**src/rtl/m68k_bus_master_if.sv**
```systemverilog
// 68000-style asynchronous bus as seen by the initiator (master) and a responder (slave).
// Groups address, strobes, data and DTACK so that bench drivers and responders share one bundle.
interface m68k_bus_master_if;
    logic [22:0] ADDR;
    logic        AS_n;
    logic        UDS_n;
    logic        LDS_n;
    logic        RW;
    logic [15:0] DATA_OUT;
    logic        DATA_OE;
    logic [15:0] DATA_IN;
    logic        DTACK;

    modport master (
        output ADDR, AS_n, UDS_n, LDS_n, RW, DATA_OUT, DATA_OE,
        input  DATA_IN, DTACK
    );

    modport slave (
        input  ADDR, AS_n, UDS_n, LDS_n, RW, DATA_OUT, DATA_OE,
        output DATA_IN, DTACK
    );
endinterface

```
**src/rtl/m68k_bus_master.sv**
```systemverilog
// Single-word request/ack front end that runs one complete 68000 bus cycle (T1..REC),
// terminated by DTACK or by a wait-state timeout. All bus outputs are registered.
module m68k_bus_master #(
    parameter int TIMEOUT   = 255,
    parameter int TIMEOUT_W = 8
) (
    input  logic                CLK,
    input  logic                RESET,
    input  logic                req,
    input  logic [22:0]         req_addr,
    input  logic                req_write,
    input  logic                req_uds,
    input  logic                req_lds,
    input  logic [15:0]         req_wdata,
    output logic                busy,
    output logic                ack,
    output logic                err,
    output logic [15:0]         rdata,
    m68k_bus_master_if.master   bus
);

    localparam logic [2:0] S_IDLE  = 3'd0;
    localparam logic [2:0] S_T1    = 3'd1;
    localparam logic [2:0] S_T2    = 3'd2;
    localparam logic [2:0] S_T3    = 3'd3;
    localparam logic [2:0] S_WAIT  = 3'd4;
    localparam logic [2:0] S_LATCH = 3'd5;
    localparam logic [2:0] S_END   = 3'd6;
    localparam logic [2:0] S_REC   = 3'd7;

    // Last counter value seen in WAIT before giving up (unused when TIMEOUT is 0).
    localparam logic [TIMEOUT_W-1:0] TO_LAST =
        (TIMEOUT == 0) ? '0 : TIMEOUT_W'(TIMEOUT - 1);

    logic [2:0]           state;
    logic                 wr_q;
    logic                 uds_q;
    logic                 lds_q;
    logic [15:0]          wdata_q;
    logic [TIMEOUT_W-1:0] wait_cnt;

    always_ff @(posedge CLK) begin
        if (RESET) begin
            state        <= S_IDLE;
            busy         <= 1'b0;
            ack          <= 1'b0;
            err          <= 1'b0;
            rdata        <= '0;
            wr_q         <= 1'b0;
            uds_q        <= 1'b0;
            lds_q        <= 1'b0;
            wdata_q      <= '0;
            wait_cnt     <= '0;
            bus.ADDR     <= '0;
            bus.AS_n     <= 1'b1;
            bus.UDS_n    <= 1'b1;
            bus.LDS_n    <= 1'b1;
            bus.RW       <= 1'b1;
            bus.DATA_OUT <= '0;
            bus.DATA_OE  <= 1'b0;
        end else begin
            ack <= 1'b0;
            err <= 1'b0;
            case (state)
                S_IDLE: begin
                    if (req) begin
                        wr_q    <= req_write;
                        uds_q   <= req_uds;
                        lds_q   <= req_lds;
                        wdata_q <= req_wdata;
                        busy    <= 1'b1;
                        // No lane enabled: report the error without touching the bus.
                        if (!req_uds && !req_lds) begin
                            state <= S_END;
                            ack   <= 1'b1;
                            err   <= 1'b1;
                        end else begin
                            state    <= S_T1;
                            bus.ADDR <= req_addr;
                            bus.RW   <= !req_write;
                        end
                    end
                end
                S_T1: begin
                    state    <= S_T2;
                    bus.AS_n <= 1'b0;
                    if (wr_q) begin
                        bus.DATA_OE  <= 1'b1;
                        bus.DATA_OUT <= wdata_q;
                    end else begin
                        bus.UDS_n <= !uds_q;
                        bus.LDS_n <= !lds_q;
                    end
                end
                S_T2: begin
                    state <= S_T3;
                    // Write strobes trail AS_n by a cycle so data is settled first.
                    if (wr_q) begin
                        bus.UDS_n <= !uds_q;
                        bus.LDS_n <= !lds_q;
                    end
                end
                S_T3: begin
                    state    <= S_WAIT;
                    wait_cnt <= '0;
                end
                S_WAIT: begin
                    if (bus.DTACK) begin
                        state    <= S_LATCH;
                        wait_cnt <= '0;
                    end else begin
                        wait_cnt <= wait_cnt + {{(TIMEOUT_W-1){1'b0}}, 1'b1};
                        if (TIMEOUT != 0 && wait_cnt == TO_LAST) begin
                            state     <= S_END;
                            ack       <= 1'b1;
                            err       <= 1'b1;
                            bus.AS_n  <= 1'b1;
                            bus.UDS_n <= 1'b1;
                            bus.LDS_n <= 1'b1;
                            if (!wr_q) rdata <= '0;
                        end
                    end
                end
                S_LATCH: begin
                    state     <= S_END;
                    ack       <= 1'b1;
                    bus.AS_n  <= 1'b1;
                    bus.UDS_n <= 1'b1;
                    bus.LDS_n <= 1'b1;
                    if (!wr_q) rdata <= bus.DATA_IN;
                end
                S_END: begin
                    state       <= S_REC;
                    bus.RW      <= 1'b1;
                    bus.DATA_OE <= 1'b0;
                end
                S_REC: begin
                    // Hold off until the responder releases DTACK from this cycle.
                    if (!bus.DTACK) begin
                        state <= S_IDLE;
                        busy  <= 1'b0;
                    end
                end
                default: begin
                    state <= S_IDLE;
                    busy  <= 1'b0;
                end
            endcase
        end
    end

endmodule
```
**src/flat_wrapper.sv**
```systemverilog
// flat-port wrapper written by rule: the top's interface ports become plain ports
module m68k_bus_master_flat 
#(
    parameter int TIMEOUT   = 255,
    parameter int TIMEOUT_W = 8
)
  (CLK, RESET, req, req_addr, req_write, req_uds, req_lds, req_wdata, busy, ack, err, rdata, bus_ADDR, bus_AS_n, bus_UDS_n, bus_LDS_n, bus_RW, bus_DATA_OUT, bus_DATA_OE, bus_DATA_IN, bus_DTACK);
  m68k_bus_master_if bus_i ();
  input  logic CLK;
  input  logic RESET;
  input  logic req;
  input  logic [22:0] req_addr;
  input  logic req_write;
  input  logic req_uds;
  input  logic req_lds;
  input  logic [15:0] req_wdata;
  output logic busy;
  output logic ack;
  output logic err;
  output logic [15:0] rdata;
  output wire logic [$bits(bus_i.ADDR)-1:0] bus_ADDR;
  output wire logic [$bits(bus_i.AS_n)-1:0] bus_AS_n;
  output wire logic [$bits(bus_i.UDS_n)-1:0] bus_UDS_n;
  output wire logic [$bits(bus_i.LDS_n)-1:0] bus_LDS_n;
  output wire logic [$bits(bus_i.RW)-1:0] bus_RW;
  output wire logic [$bits(bus_i.DATA_OUT)-1:0] bus_DATA_OUT;
  output wire logic [$bits(bus_i.DATA_OE)-1:0] bus_DATA_OE;
  input wire logic [$bits(bus_i.DATA_IN)-1:0] bus_DATA_IN;
  input wire logic [$bits(bus_i.DTACK)-1:0] bus_DTACK;
  assign bus_ADDR = bus_i.ADDR;
  assign bus_AS_n = bus_i.AS_n;
  assign bus_UDS_n = bus_i.UDS_n;
  assign bus_LDS_n = bus_i.LDS_n;
  assign bus_RW = bus_i.RW;
  assign bus_DATA_OUT = bus_i.DATA_OUT;
  assign bus_DATA_OE = bus_i.DATA_OE;
  assign bus_i.DATA_IN = bus_DATA_IN;
  assign bus_i.DTACK = bus_DTACK;
  m68k_bus_master #(.TIMEOUT(TIMEOUT), .TIMEOUT_W(TIMEOUT_W)) u_core (.CLK(CLK), .RESET(RESET), .req(req), .req_addr(req_addr), .req_write(req_write), .req_uds(req_uds), .req_lds(req_lds), .req_wdata(req_wdata), .busy(busy), .ack(ack), .err(err), .rdata(rdata), .bus(bus_i));
endmodule
```
**config.mk**
```make
export PLATFORM = sky130hd
export DESIGN_NAME = m68k_bus_master_flat
export DESIGN_NICKNAME = d
export VERILOG_FILES = /design/src/rtl/m68k_bus_master_if.sv /design/src/rtl/m68k_bus_master.sv /design/src/flat_wrapper.sv
export SDC_FILE = /design/constraint.sdc
export NUM_CORES = 1
export LEC_CHECK = 0
export ABC_AREA = 1
export CORE_MARGIN = 5
export CORE_UTILIZATION = 45
export DETAILED_ROUTE_END_ITERATION = 10
export HOLD_SLACK_MARGIN = 0.15
export PLACE_DENSITY = 0.77
export SLEW_MARGIN = 20
export SYNTH_ARGS = -nofsm -noshare
export SYNTH_HDL_FRONTEND = slang
export SYNTH_SLANG_ARGS = --single-unit
```
**constraint.sdc**
```tcl
create_clock -name CLK -period 2.8 [get_ports CLK]
set_input_delay 0.28 -clock CLK [delete_from_list [all_inputs] [get_ports CLK]]
set_output_delay 0.28 -clock CLK [all_outputs]
set_load 0.02 [all_outputs]
```
---- Yosys cells after proc, flatten, opt, wreduce, memory -nomap -nowiden ----
Index checks and enable logic that the tools add are counted.
storage, ports and cells
  word-level logic and storage cells ...... 98
  register bits after elaboration ......... 93
  input port bits ......................... 62
operators by class
  $add $sub $neg .......................... 1
  multiplexer cells ....................... 36
  eq/ne operators ......................... 19
  bitwise logic cells ..................... 1
  reductions and logical operators ........ 24
operator list
  kind                                                   count
  two-way mux 16 bit                                     4
  one-hot mux 16 bit (2 select lines)                    1
  one-hot mux 3 bit (8 select lines)                     1
  one-hot mux 8 bit (2 select lines)                     1
  two-way mux 1 bit                                      15
  two-way mux 3 bit                                      5
  AND reduction 3 bit                                    5
  inequality test 2 bit, second input constant           7
  equality test 3 bit, second input constant             4
  AND reduction 5 bit                                    2
  nonzero test 2 bit                                     5
  adder 8 x 1 -> 8 bit, second input constant            1
  equality test 8 bit, second input constant             1
  two-way mux 8 bit                                      1
  one-hot mux 1 bit (2 select lines)                     4
  one-hot mux 1 bit (4 select lines)                     2
  equality test 3 x 2 -> 1 bit, second input constant    2
  inequality test 2 x 1 -> 1 bit, second input constant  3
  one-hot mux 1 bit (3 select lines)                     2
  AND reduction 2 bit                                    3
  logical NOT 1 bit                                      5
  nonzero test 4 bit                                     1
  equality test 3 x 1 -> 1 bit, second input constant    1
  logical NOT 3 bit                                      1
  other kinds (4)                                        4

---- Longest topological paths before layout ----
  word-level depth ........................ 5
  depth in mapped cells ................... 11

---- Worst setup path after synthesis ----
OpenSTA, ideal clock, no wires.
  path type ............................... flip-flop to flip-flop
  start ................................... register u_core.wait_cnt[0]
  end ..................................... register u_core.rdata[10]
  path buffers ............................ 2
  path slack .............................. 1236 ps
  stages on the path, launching flop included .. 12
  arrival ................................. 1453 ps
  period minus slack after synthesis ...... 1564 ps
  cell sequence ........................... dfxtp_1 inv_1 ha_1 inv_1 nor2_1 nand2_1 nand2_2 and2_1 buf_6 buf_12 nor2_2 nor2_2
on the way
  cells in the longest elaborated chain, start to end .. 3
RTL lines
  item                                             RTL line                source
  start, declared                                  m68k_bus_master.sv:40   logic [TIMEOUT_W-1:0] wait_cnt;
  start signal, assigned                           m68k_bus_master.sv:112  wait_cnt <= wait_cnt + {{(TIMEOUT_W-1){1'b0}}, 1'b1};
  equality test 8 bit                              m68k_bus_master.sv:113  if (TIMEOUT != 0 && wait_cnt == TO_LAST) begin
  inequality test 2 x 1 -> 1 bit (no source line)  -
  AND reduction 5 bit (no source line)             -
  end signal, assigned                             m68k_bus_master.sv:130  if (!wr_q) rdata <= bus.DATA_IN;
  end, declared                                    m68k_bus_master.sv:18   output logic [15:0] rdata,
No other way between the ends.
A chain may end at the register's enable or synchronous reset.

---- Worst setup path in the final report ----
  start ................................... register u_core.wait_cnt[1]
  end ..................................... register u_core.rdata[4]
Same word-level chain as after synthesis.

==> results.json <==
{
  "hold_buffers": 0,
  "cts_buffer_depth": 2,
  "ir_worst_vdd_mv": 0.564,
  "critPathRequiredTime_ns": 3.10,
  "finalCritPeriodShare_pct": 77.6,
  "syn_inst": 514,
  "ys_seq_area_share_pct": 49.5,
  "synth_area_um2": 3760,
  "cts_htree_levels": 3,
  "crit_path_max_fanout": 18,
  "synth-simple-area-share_pct": 29.4,
  "dieWidth_um": 101,
  "maxCapViolations": 0,
  "synth-xor-area-share_pct": 0,
  "yosysTopAreaCell": "dfxtp_1",
  "ys_top_cells_by_area": "dfxtp_1 (50%), nor2_1 (12%), o21ai_0 (8.6%), nand2_1 (7.8%), nand3_1 (5.1%)",
  "slew_headroom_pct": 46.6,
  "ant_nets": 0,
  "outcome": "complete, no violations",
  "core_area_um2": 8180,
  "critPathLaunchType": "register",
  "antenna_found_initial": 0,
  "num_antenna_cells": 0,
  "cts_tree": "done",
  "fill_cells": 728,
  "layout-drive-gt1-share_pct": 7.90,
  "cts_buffers": 9,
  "rsz0062_at_grt": "false",
  "worstPathArrival_ns": 2.47,
  "timing.final.crit_period_ns": 2.17,
  "fin_util_pct": 64.0,
  "leakagePower_nw": 2.06,
  "finalHoldViolCount": 0,
  "wl_per_cell_um": 13.1,
  "grt_overflow": 0,
  "row_count": 33,
  "grt_pass1_vias": 3368,
  "port_buffers": 124,
  "ys_seq_elements": 93,
  "timing.rr.start": "u_core.wait_cnt[1]$_SDFFE_PP0P_",
  "fin_tns_setup_ns": 0,
  "ctsResizeCount": 0,
  "synth_compound_area_share_pct": 13.6,
  "hp-start": "u_core.wdata_q[11]$_SDFFE_PP0P_",
  "dr.pass1.iters": 4,
  "ys_types": 25,
  "cts.sinks": 93,
  "viasPerCell": 4.92,
  "area_growth_syn_to_layout_pct": 39.2,
  "grt_max_degree": 44,
  "setup_viol": 0,
  "synth_top_area_share_pct": 49.5,
  "p_per_area_nw_per_um2": 842,
  "critical_path_class": "register to register",
  "finalPower_w": 0.00441,
  "hold_path_class": "register to register",
  "cts_post_setup_buffers_inserted": 0,
  "ys_warn_count": 0,
  "io_pins": 125,
  "crit_start": "u_core.wait_cnt[1]$_SDFFE_PP0P_",
  "place_congestion": 0.868,
  "avgSynthCellArea_um2": 7.32,
  "skew_ns": 0.0106,
  "yosys_most_used_dff": "dfxtp_1",
  "synth.area.mux_share_pct": 0,
  "async_flop_share_pct": 0,
  "synth_top_family_by_area": "simple AND/OR/NAND/NOR gates",
  "fp.dieH_um": 101,
  "vias": 3634,
  "clock_latency_ns": 0.36,
  "yosys.area_share.adder_pct": 0.665,
  "drc": 0,
  "synth-edff-count": 0,
  "routed_wl_um": 9690,
  "syn-num-nets": 578,
  "start_util_pct": 46.0,
  "grt_use_total_pct": 18.7,
  "drtIter0Drc": 190,
  "cts-root-buf": "clkbuf_8",
  "cp-end-kind": "register",
  "dp_hpwl_um": 6990,
  "grt_pass1_wl_um": 15600,
  "die_area_um2": 10300,
  "timing.fmax_ghz": 0.460,
  "slew_viol_final": 0,
  "path_clk_slew_ns": 0.10,
  "max_slew.worst_pin.slew_ns": 0.801,
  "final_nets": 692
}
## sequential cells by signal (all words and copies together), names as in the netlist, 3 cells and up
name / flops
u_core.wait_cnt: 8
u_core.bus.ADDR: 23
u_core.rdata: 16
u_core.wdata_q: 16
u_core.bus.DATA_OUT: 16
u_core.state: 3
## cell type report
cell class / count / area, µm² / area share (%)
sequential: 93 / 1860 / 35.6
multi-input combinational: 362 / 1640 / 31.4
timing repair buffer: 129 / 1290 / 24.7
tap: 105 / 131 / 2.51
clock buffer: 9 / 124 / 2.37
inverter: 33 / 124 / 2.37
clock inverter: 7 / 57.6 / 1.10
## placed cells by master (no fill, tap or decap), types with 2 or more instances in the layout
| cell type | count |
|---|---|
| o21ai_0 | 65 |
| inv_1 | 26 |
| nor2_1 | 117 |
| dfxtp_1 | 93 |
| nand2_1 | 78 |
| clkinvlp_4 | 2 |
| nand2_2 | 2 |
| inv_6 | 3 |
| clkdlybuf4s50_1 | 124 |
| buf_4 | 4 |
| clkinv_1 | 4 |
| o211ai_1 | 2 |
| clkbuf_8 | 9 |
| nand3_1 | 38 |
| nor2_4 | 2 |
| ha_1 | 2 |
| a21oi_1 | 30 |
| inv_2 | 3 |
| nor2_2 | 20 |
## cells by family after synthesis
kind of cell / Yosys count
AOI/OAI and AO/OA: 99
adders and majority gates: 2
buffers and inverters: 59
DFF: 93
and+or+nand+nor: 261
## Yosys cell counts (2+ instances only)
cell type	n
nor2_1	117
dfxtp_1	93
nand2_1	78
o21ai_0	65
nand3_1	38
a21oi_1	30
inv_1	27
nor2_2	20
clkbuf_1	15
buf_2	8
clkinv_1	4
ha_1	2
inv_2	2
nand2_2	2
nor2_4	2
o211ai_1	2
## routing by layer
metal | vias up | global-route usage (%) | routed length, µm
met3 | 17 | 5.79 | 821
met4 | 0 | 6.95 | 160
met5 | - | 0 | 0
met1 | 1625 | 23.6 | 4300
li1 | 1868 | - | -
met2 | 124 | 30.1 | 4420
## path summary, 6_finish.rpt
path | endpoint | slack [ns] | depth (start not counted)
min reg2reg | u_core.wdata_q[11]$_SDFFE_PP0P_ | 0.46 | 2
max reg2reg | u_core.rdata[4]$_SDFFE_PP0P_ | 0.63 | 8
min | u_core.wdata_q[11]$_SDFFE_PP0P_ | 0.46 | 2
max | u_core.rdata[4]$_SDFFE_PP0P_ | 0.63 | 8
## through the flow
step / cells / worst slack (ns) / hold slack, ns / cell area (µm²)
2_1_floorplan: 514 / 1.24 / 0.415 / 3760
3_3_place_gp: 722 / 0.690 / 0.441 / 5050
3_5_place_dp: 722 / 0.627 / 0.451 / 5050
4_1_cts: 738 / 0.614 / 0.467 / 5230
5_1_grt: 738 / 0.364 / 0.494 / 5230
6_report: 738 / 0.628 / 0.464 / 5230
## power breakdown
part           internal, W  leakage (nW)  switching, W
combinational     0.000731          1.21       0.00102
sequential         0.00163         0.760      0.000183
clock             0.000337        0.0886      0.000505
## worst max-delay path: stages (launching register included)
cell     delay, ns
dfxtp_1       0.42
ha_1          0.17
inv_1         0.04
nor2_1        0.13
nand2_1       0.14
nand2_2       0.30
and2_1        0.71
nor2_1        0.08
nor2_1        0.12
No activity file was read; power rests on OpenSTA's default activity.
